===== config.mk =====
export PLATFORM = sky130hd
export DESIGN_NAME = alu_ctrl_pipe
export DESIGN_NICKNAME = d
export VERILOG_FILES = /design/src/rtl/alu_ctrl_pipe.sv
export SDC_FILE = /design/constraint.sdc
export NUM_CORES = 1
export LEC_CHECK = 0
export CORE_ASPECT_RATIO = 0.6
export CORE_MARGIN = 3
export CORE_UTILIZATION = 40
export DETAILED_ROUTE_END_ITERATION = 6
export HOLD_SLACK_MARGIN = 0.05
export SLEW_MARGIN = 0
export SYNTH_ARGS = -nofsm -noshare
export SYNTH_HDL_FRONTEND = slang
export SYNTH_SLANG_ARGS = --single-unit

===== constraint.sdc =====
create_clock -name clk -period 2.7 [get_ports clk]
set_input_delay 0.54 -clock clk [delete_from_list [all_inputs] [get_ports clk]]
set_output_delay 0.54 -clock clk [all_outputs]
set_load 0.01 [all_outputs]

===== src/rtl/alu_ctrl_pipe.sv =====
// Registered ALU control stage: translates (alu_op, funct) into an execute function code
// through a programmable lookup table, with per-entry stall latency and an illegal-op counter.
module alu_ctrl_pipe #(
   parameter int FUNCT_W     = 6,
   parameter int OUT_W       = 6,
   parameter int NUM_ENTRIES = 8,
   parameter int LAT_W       = 3,
   parameter int CNT_W       = 16
) (
   input  logic                           clk,
   input  logic                           rst,
   input  logic                           in_valid,
   output logic                           in_ready,
   input  logic [FUNCT_W-1:0]             funct,
   input  logic [1:0]                     alu_op,
   output logic                           out_valid,
   input  logic                           out_ready,
   output logic [OUT_W-1:0]               out_funct,
   output logic                           out_illegal,
   output logic                           busy,
   input  logic                           cfg_we,
   input  logic [$clog2(NUM_ENTRIES)-1:0] cfg_idx,
   input  logic                           cfg_en,
   input  logic [FUNCT_W-1:0]             cfg_key,
   input  logic [OUT_W-1:0]               cfg_val,
   input  logic [LAT_W-1:0]               cfg_lat,
   output logic [CNT_W-1:0]               illegal_cnt
);

   localparam int IDX_W = $clog2(NUM_ENTRIES);
   localparam logic [OUT_W-1:0] CODE_ADD = OUT_W'(6'b001001);
   localparam logic [OUT_W-1:0] CODE_SUB = OUT_W'(6'b001010);

   typedef enum logic [1:0] {
      S_IDLE = 2'd0,
      S_WAIT = 2'd1,
      S_HOLD = 2'd2
   } state_t;

   state_t             r_state;
   state_t             w_next;
   logic [LAT_W-1:0]   r_cnt;
   logic [OUT_W-1:0]   r_funct;
   logic               r_illegal;
   logic [CNT_W-1:0]   r_ill_cnt;

   logic               r_tbl_en  [NUM_ENTRIES];
   logic [FUNCT_W-1:0] r_tbl_key [NUM_ENTRIES];
   logic [OUT_W-1:0]   r_tbl_val [NUM_ENTRIES];
   logic [LAT_W-1:0]   r_tbl_lat [NUM_ENTRIES];

   logic               w_accept;
   logic               w_hit;
   logic [OUT_W-1:0]   w_hit_val;
   logic [LAT_W-1:0]   w_hit_lat;
   logic [OUT_W-1:0]   w_code;
   logic [LAT_W-1:0]   w_lat;
   logic               w_illegal;

   assign in_ready    = (r_state == S_IDLE) || ((r_state == S_HOLD) && out_ready);
   assign w_accept    = in_valid && in_ready;
   assign out_valid   = (r_state == S_HOLD);
   assign busy        = (r_state == S_WAIT);
   assign out_funct   = r_funct;
   assign out_illegal = r_illegal;
   assign illegal_cnt = r_ill_cnt;

   // Decode reads the registered table, so a same-cycle cfg write is not yet visible.
   always_comb begin
      // NOTE: every always_comb output gets a default first so no latch is inferred.
      w_hit     = 1'b0;
      w_hit_val = '0;
      w_hit_lat = '0;
      w_code    = '0;
      w_lat     = '0;
      w_illegal = 1'b0;
      // Scan downward so the lowest matching index is the last (winning) assignment.
      for (int i = NUM_ENTRIES - 1; i >= 0; i--) begin
         if (r_tbl_en[i] && (r_tbl_key[i] == funct)) begin
            w_hit     = 1'b1;
            w_hit_val = r_tbl_val[i];
            w_hit_lat = r_tbl_lat[i];
         end
      end
      case (alu_op)
         2'b00: w_code = CODE_ADD;
         2'b01: w_code = CODE_SUB;
         2'b10: begin
            if (w_hit) begin
               w_code = w_hit_val;
               w_lat  = w_hit_lat;
            end else begin
               w_illegal = 1'b1;
            end
         end
         default: w_illegal = 1'b1;
      endcase
   end

   always_comb begin
      w_next = r_state;
      case (r_state)
         S_IDLE: if (w_accept) w_next = (w_lat == '0) ? S_HOLD : S_WAIT;
         S_WAIT: if (r_cnt == LAT_W'(1)) w_next = S_HOLD;
         S_HOLD: begin
            if (w_accept)      w_next = (w_lat == '0) ? S_HOLD : S_WAIT;
            else if (out_ready) w_next = S_IDLE;
         end
         default: w_next = S_IDLE;
      endcase
   end

   always_ff @(posedge clk) begin
      // NOTE: sequential state uses non-blocking assignments only.
      if (rst) begin
         r_state   <= S_IDLE;
         r_cnt     <= '0;
         r_funct   <= '0;
         r_illegal <= 1'b0;
         r_ill_cnt <= '0;
      end else begin
         r_state <= w_next;
         if (w_accept) begin
            r_funct   <= w_code;
            r_illegal <= w_illegal;
            r_cnt     <= w_lat;
            if (w_illegal && (r_ill_cnt != '1)) r_ill_cnt <= r_ill_cnt + 1'b1;
         end else if (r_state == S_WAIT) begin
            r_cnt <= r_cnt - 1'b1;
         end
      end
   end

   // NOTE: the table is register-based and reset, because its reset contents are the default mapping.
   always_ff @(posedge clk) begin
      if (rst) begin
         for (int i = 0; i < NUM_ENTRIES; i++) begin
            r_tbl_en[i]  <= (i < 4);
            r_tbl_key[i] <= '0;
            r_tbl_val[i] <= '0;
            r_tbl_lat[i] <= '0;
         end
         r_tbl_key[0] <= FUNCT_W'(6'b001011);  r_tbl_val[0] <= OUT_W'(6'b001001);
         r_tbl_key[1] <= FUNCT_W'(6'b001101);  r_tbl_val[1] <= OUT_W'(6'b001010);
         r_tbl_key[2] <= FUNCT_W'(6'b010010);  r_tbl_val[2] <= OUT_W'(6'b010001);
         r_tbl_key[3] <= FUNCT_W'(6'b100110);  r_tbl_val[3] <= OUT_W'(6'b100001);
      end else if (cfg_we) begin
         for (int i = 0; i < NUM_ENTRIES; i++) begin
            if (cfg_idx == IDX_W'(i)) begin
               r_tbl_en[i]  <= cfg_en;
               r_tbl_key[i] <= cfg_key;
               r_tbl_val[i] <= cfg_val;
               r_tbl_lat[i] <= cfg_lat;
            end
         end
      end
   end

endmodule

# Yosys cells after proc, flatten, opt, wreduce, memory -nomap -nowiden
# Memories as Yosys holds them, arrays and structs flattened.
# Cells that the tools add are included.
[word_totals] ramBits=128 word_cells=207 out_inout_bits=26 reg_bits=28 mem_count=4 in_bits=32
[classes] eq_ne=24 mux=112 n_bitwise=40 addsub=2 n_reduce_logical=20
[memory_table] name="r_tbl_key" depth=8 word_bits=6 read_ports=8 rd_ports_with_merged_regs=0 wr=8 line_no="48" source="logic [FUNCT_W-1:0] r_tbl_key [NUM_ENTRIES];"
[memory_table] name="r_tbl_val" depth=8 word_bits=6 read_ports=8 rd_ports_with_merged_regs=0 wr=8 line_no="49" source="logic [OUT_W-1:0] r_tbl_val [NUM_ENTRIES];"
[memory_table] name="r_tbl_lat" depth=8 word_bits=3 read_ports=8 rd_ports_with_merged_regs=0 wr=8 line_no="50" source="logic [LAT_W-1:0] r_tbl_lat [NUM_ENTRIES];"
[memory_table] name="r_tbl_en" depth=8 word_bits=1 read_ports=8 rd_ports_with_merged_regs=0 wr=8 line_no="47" source="logic r_tbl_en [NUM_ENTRIES];"
[op_table] cell="two-way mux 6 bit" n=33
[op_table] cell="two-way mux 3 bit" n=20
[op_table] cell="two-way mux 1 bit" n=51
[op_table] cell="equality test 6 bit" n=8
[op_table] cell="bitwise OR 1 bit" n=40
[op_table] cell="case mux 6 bit (3 select lines)" n=1
[op_table] cell="adder 16 x 1 -> 16 bit (second input constant)" n=1
[op_table] cell="inequality test 16 bit (second input constant)" n=1
[op_table] cell="equality test 3 bit (second input constant)" n=4
[op_table] cell="logical AND 1 bit" n=11
[op_table] cell="two-way mux 2 bit" n=5
[op_table] cell="equality test 3 x 1 -> 1 bit (second input constant)" n=2
[op_table] cell="equality test 3 x 2 -> 1 bit (second input constant)" n=2
[op_table] cell="logical NOT 3 bit" n=2
[op_table] cell="case mux 2 bit (3 select lines)" n=1
[op_table] cell="equality test 2 x 1 -> 1 bit (second input constant)" n=2
[op_table] cell="equality test 2 bit (second input constant)" n=2
[op_table] cell="logical NOT 2 bit" n=2
[op_table] cell="inequality test 3 x 1 -> 1 bit (second input constant)" n=1
[op_table] cell="AND reduction 3 bit" n=1
[op_table] cell="subtractor 3 x 1 -> 3 bit (second input constant)" n=1
[op_table] cell="inequality test 2 x 1 -> 1 bit (second input constant)" n=1
[op_table] cell="inequality test 2 bit (second input constant)" n=1
[op_table] cell="case mux 1 bit (2 select lines)" n=1
[op_table] cell="4 further kinds" n=4

# Longest topological paths before layout
# Gate-level depths: netlist of the first run.
[depth] ltp_word=16 mapped_depth=10 ltp_nobuf=8

# Worst setup path before layout of the first run
# OpenSTA, ideal clock, no wires.
[synth_path] kind="input to register" startpoint="input port funct[0]" endpoint="register r_funct[3] (netlist: out_funct[3])" path_buffers=2 setup_slack_ns=0.240 setup_time_ns=0.103 required_ns=2.597 t_arrival_ns=2.356 path_stages=8 cell_sequence="buf_4 xor2_1 or4_4 and2_4 a41oi_4 buf_6 nor2_1 a2111oi_2"
[synth_between] elab_chain_cells=12 word_cells_on_any_way=34 classes_between="eq/ne (8); mux (18); reduce/logical (8)"
[synth_lines] element="start: declaration" line_no="14" source="input logic [FUNCT_W-1:0] funct,"
[synth_lines] element="equality test 6 bit" line_no="79" source="if (r_tbl_en[i] && (r_tbl_key[i] == funct)) begin"
[synth_lines] element="logical AND 1 bit" line_no="79"
[synth_lines] element="two-way mux 6 bit or two-way mux 1 bit (tied branches) (8 in series)" line_no="79"
[synth_lines] element="two-way mux 6 bit *" line_no="89" source="if (w_hit) begin"
[synth_lines] element="case mux 6 bit (3 select lines) *" line_no="85" source="case (alu_op)"
[synth_lines] element="end signal: assignment" line_no="124" source="r_funct <= w_code;"
[synth_lines] element="end: declaration" line_no="43" source="logic [OUT_W-1:0] r_funct;"
# Mark *: on every way between the ends. The rest lies on a longest branch, timed or not.
# A chain may end at the register's enable or synchronous reset.

# Final worst setup path of the first run
[layout_path] startpoint="input port funct[1]" endpoint="register r_state[0]"
[layout_between] elab_chain_cells=16 word_cells_on_any_way=39 classes_between="eq/ne (8); mux (22); reduce/logical (9)"
[layout_lines] element="equality test 6 bit" line_no="79"
[layout_lines] element="logical AND 1 bit" line_no="79"
[layout_lines] element="two-way mux 3 bit or two-way mux 1 bit (tied branches) (8 in series)" line_no="79"
[layout_lines] element="two-way mux 3 bit *" line_no="89"
[layout_lines] element="two-way mux 3 bit *" line_no="85"
[layout_lines] element="logical NOT 3 bit *" line_no="103, 106"
[layout_lines] element="two-way mux 2 bit *" line_no="103, 106"
[layout_lines] element="two-way mux 2 bit (on tied branches)" line_no="106, 103"
[layout_lines] element="case mux 2 bit (3 select lines) *" line_no="102" source="case (r_state)"
[layout_lines] element="end signal: assignment" line_no="122" source="r_state <= w_next;"
[layout_lines] element="end: declaration" line_no="40" source="state_t r_state;"
# Mark *: on every way between the ends. The rest lies on a longest branch, timed or not. The select of a mux whose other input is x is not followed.

==> results of run 1 <==
[worst max-delay path, stage by stage]
cell and delay, ns:
clkdlybuf4s50_1 0.44, buf_12 0.17, xor2_1 0.20, or4_4 0.56, and2_1 0.21, a22oi_1 0.21, o31ai_2 0.11, buf_4 0.15
a21o_1 0.19, o21a_1 0.18
[cell type report]
type | instances | area (um2) | area share (%)
clock buffer | 20 | 468 | 4.91
clock inverter | 12 | 97.6 | 1.02
inverter | 25 | 93.8 | 0.985
multi-input combinational | 430 | 2850 | 29.9
sequential | 156 | 4400 | 46.2
tap | 234 | 293 | 3.07
timing repair buffer | 141 | 1320 | 13.9
[worst max-delay path by stage]
stage	start	end
floorplan	funct[0]	out_funct[3]$_SDFFE_PP0P_
global placement	funct[2]	out_funct[3]$_SDFFE_PP0P_
detailed placement	funct[2]	out_funct[5]$_SDFFE_PP0P_
CTS	funct[1]	r_cnt[0]$_SDFFE_PP0P_
global route	funct[1]	r_state[1]$_SDFFE_PP0P_
finish	funct[1]	r_state[0]$_SDFFE_PP0P_
[sequential cells by signal, indices dropped and copies added, names as in the netlist]
| name | flops |
|---|---|
| r_tbl_key | 48 |
| r_tbl_val | 48 |
| r_tbl_lat | 24 |
| illegal_cnt | 16 |
| r_tbl_en | 8 |
| out_funct | 6 |
| r_cnt | 3 |
| r_state | 2 |
| out_illegal | 1 |
[through the flow]
stage | hold slack (ns) | worst slack (ns)
floorplan | 0.479 | 0.240
global placement | 0.433 | -0.574
finish | 0.456 | 0.0644
CTS | 0.464 | 0.000594
detailed placement | 0.449 | -0.569
global route | 0.495 | 0.00816
[cells in the mapped netlist (4+ instances only)]
library cell  count
xnor2_1          47
and3_1            4
edfxtp_1        128
o21ai_0           7
inv_1            25
nor3_1           10
clkbuf_1         22
nor2b_1           6
nand2b_1         27
buf_4             4
nand4_1           7
nor4_1           11
xor2_1           16
a21o_1           22
a22oi_1           5
nor2_1          117
a21oi_1          10
nor4_2            4
a211oi_1          5
o211ai_1          6
o31ai_1           4
o22ai_1           5
nand2_1          41
nand3_1          20
mux2i_1           4
dfxtp_1          28
[kinds of logic after synthesis]
group                    after synthesis
flip-flops                           156
buffers and inverters                 56
AND/OR/NAND/NOR                      268
XOR/XNOR                              63
AO/OA/AOI/OAI                         92
multiplexers                           4
adder cells (fa/ha/maj)                3
[timing repair]
item | CTS | global route
pin swaps | 0 | 11
gates resized for setup | 5 | 35
endpoints found under the hold margin | 0 | 0
gates cloned | 0 | 1
hold buffers | 0 | 0
buffers inserted | 0 | 11
setup endpoints to repair | 23 | 27
[report_power, final]
part | internal, mW | total (mW) | switching [mW]
clock network | 1.28 | 2.33 | 1.06
registers | 2.77 | 2.84 | 0.0643
logic | 0.260 | 0.584 | 0.324
[layer usage]
layer  up-vias  part of all wire, %  global-route usage [%]
li1       2550                    -                       -
met1      2670                   49                    29.7
met2       197                   42                    27.5
met3        27                  6.6                    4.36
met4         0                  1.5                    5.06
met5         -                    0                       0
==> results.md, run 1 <==
* Yosys warnings at 0
* Required @ worst endpoint at roughly 3.0 ns
* Synth Area in Simple Gates at 18.0%
* Max Clock Skew at 0.0126 ns
* Leakage at roughly 3.5 nW
* IO buf count at 57
* IO Pins at between 50 and 60
* Share of cells above drive strength 1 at about a fifth
* Final hold viol count at 0
* Max-Cap Viols at 0
* Mux cell area share after synthesis at less than 1%
* Post-Syn Area at between 7000 and 8000 um2
* CTS tree: done
* Clock Latency Late Sink at approximately 0.43 ns
* Reg2reg setup slack at 0.21 ns
* Slew HR at between 40% and 50%
* GRT overflow at 0
* RSZ-0062 raised after global routing: false
* Ys async rst share at 0%
* DR vias at around 5400
* First-pass GRT wire length at ~30 mm
* Die X at roughly 180 um
* Finished Layout Cells at between 1000 and 1500
* Final Cycle Share at 97.6%
* Min-delay src: out_funct[5]$_SDFFE_PP0P_
* Outcome: finished, final reports clean
* Final setup viols at 0
* Height of the die at around 110 um
* DRT iter0 DRCs at between 400 and 500
* Maximum number of pins on one net before global-route repair at 39
* Final Max Tran Viols at 0
* Top-area cell type share of the netlist area at between 50% and 60%
* All-Layer GR Usage at between 10% and 20%
* Clock-pin slew on the worst setup and hold paths at about 0.070 ns
* Worst-path fanout max at 8
* Syn Area/Cell at 11.4 um2
* Fill cells at around 1500
* Biggest area consumer among synthesized cells: edfxtp_1
* Vias in the first global route at roughly 5300
* Drc violations at 0
* Drt total wl at about 20 mm
* Vias per cell at 5.35
* Post-route ant nets at 0
* Commonest cells after routing, fill and taps aside: 128 x edfxtp_1, 116 x nor2_1, 73 x buf_4
* Cts bufs inserted at 17
* Post-synth EDFFs at ~130
* Post-Layout Inst Area at 9520 um2
* Synthesis-to-layout area growth at 30.3%
* Min Tclk post-route at around 2.6 ns
* Arrival @ worst endpoint at around 3.0 ns
* R2R depth at 8
* Worst Hold End: out_funct[5]$_SDFFE_PP0P_
* Root buffer cell: clkbuf_16
* Diodes inserted at 0
* Hold Crit Depth at 2
* Inst Count DP at ~980
* Nets at 806
* H-Tree Depth at 4
* Yosys cell types at between 60 and 70
* Synth top area cells: edfxtp_1 53%, dfxtp_1 7.7%, nor2_1 6.0%
* Post-synth top flop: edfxtp_1
* Most common cell after layout, fill and taps aside: edfxtp_1
* Die area at 20000 um2
* Starting Density at between 40% and 50%
* Setup TNS at 0 ns
* Reg2reg end: out_funct[1]$_SDFFE_PP0P_
* Synth Area in Compound Gates at under 10%
* Area share of xor/xnor cells in the synthesized design at around 7.6%
* Adder-cell share of the synthesized area at less than 1%
* Reg-to-Reg Start: r_tbl_key[1][9]$_SDFFCE_PN0P_
* Largest family of logic cells by synthesized area: simple AND/OR/NAND/NOR gates
* Worst VDD drop at 0.000384 V
* Area after DPL at roughly 8600 um2
* Fmax at about 0.38 GHz
* Design Power at 5.75 mW
* Synth Register Bits at between 150 and 200
* Pwr Density at approximately 600 nW/um2
* Crit. End Element: register
* Worst setup SP type: primary input
* Critical path type: primary input to register
* Post-synthesis sequential area ratio at about three fifths
* Bufs on Longest Clock Path at 2
* DR WL/cell at 19.2 um
* Num rows at 37
* Post-Syn Nets at 677
* First drt pass iteration count at 5
* Post-DP HPWL at about 14 mm
* Mapped Cells at 642
* Worst slew pin tran at 0.749 ns
* Initial antenna violation count at 0
* Fin util at between 50% and 60%
* RD Place Congestion at between 0.8 and 0.9
* # clock sinks at about 160
* Core ar. at 17500 um2
* Worst hold path type: register to register
Power figures use the tool's default switching activity.
==> inputs of run 2 (changes only) <==
--- a/config.mk
+++ b/config.mk
@@ -5,6 +5,7 @@
 export SDC_FILE = /design/constraint.sdc
 export NUM_CORES = 1
 export LEC_CHECK = 0
+export ABC_CLOCK_PERIOD_IN_PS = 2700
 export CORE_ASPECT_RATIO = 0.6
 export CORE_MARGIN = 3
 export CORE_UTILIZATION = 40
==> results of run 2 <==
Final layout, timing and power as in run 1 (identical DEF).
==> inputs of run 3 (changes only) <==
==> constraint.sdc (replaced) <==
create_clock -name clk -period 2.7 [get_ports clk]
set_input_delay 0.54 -clock clk [delete_from_list [all_inputs] [get_ports clk]]
set_output_delay 0.54 -clock clk [all_outputs]
set_load 0.005 [all_outputs]
==> results of run 3 <==
The final DEF is identical to that of run 1. Status: finished, final reports clean.
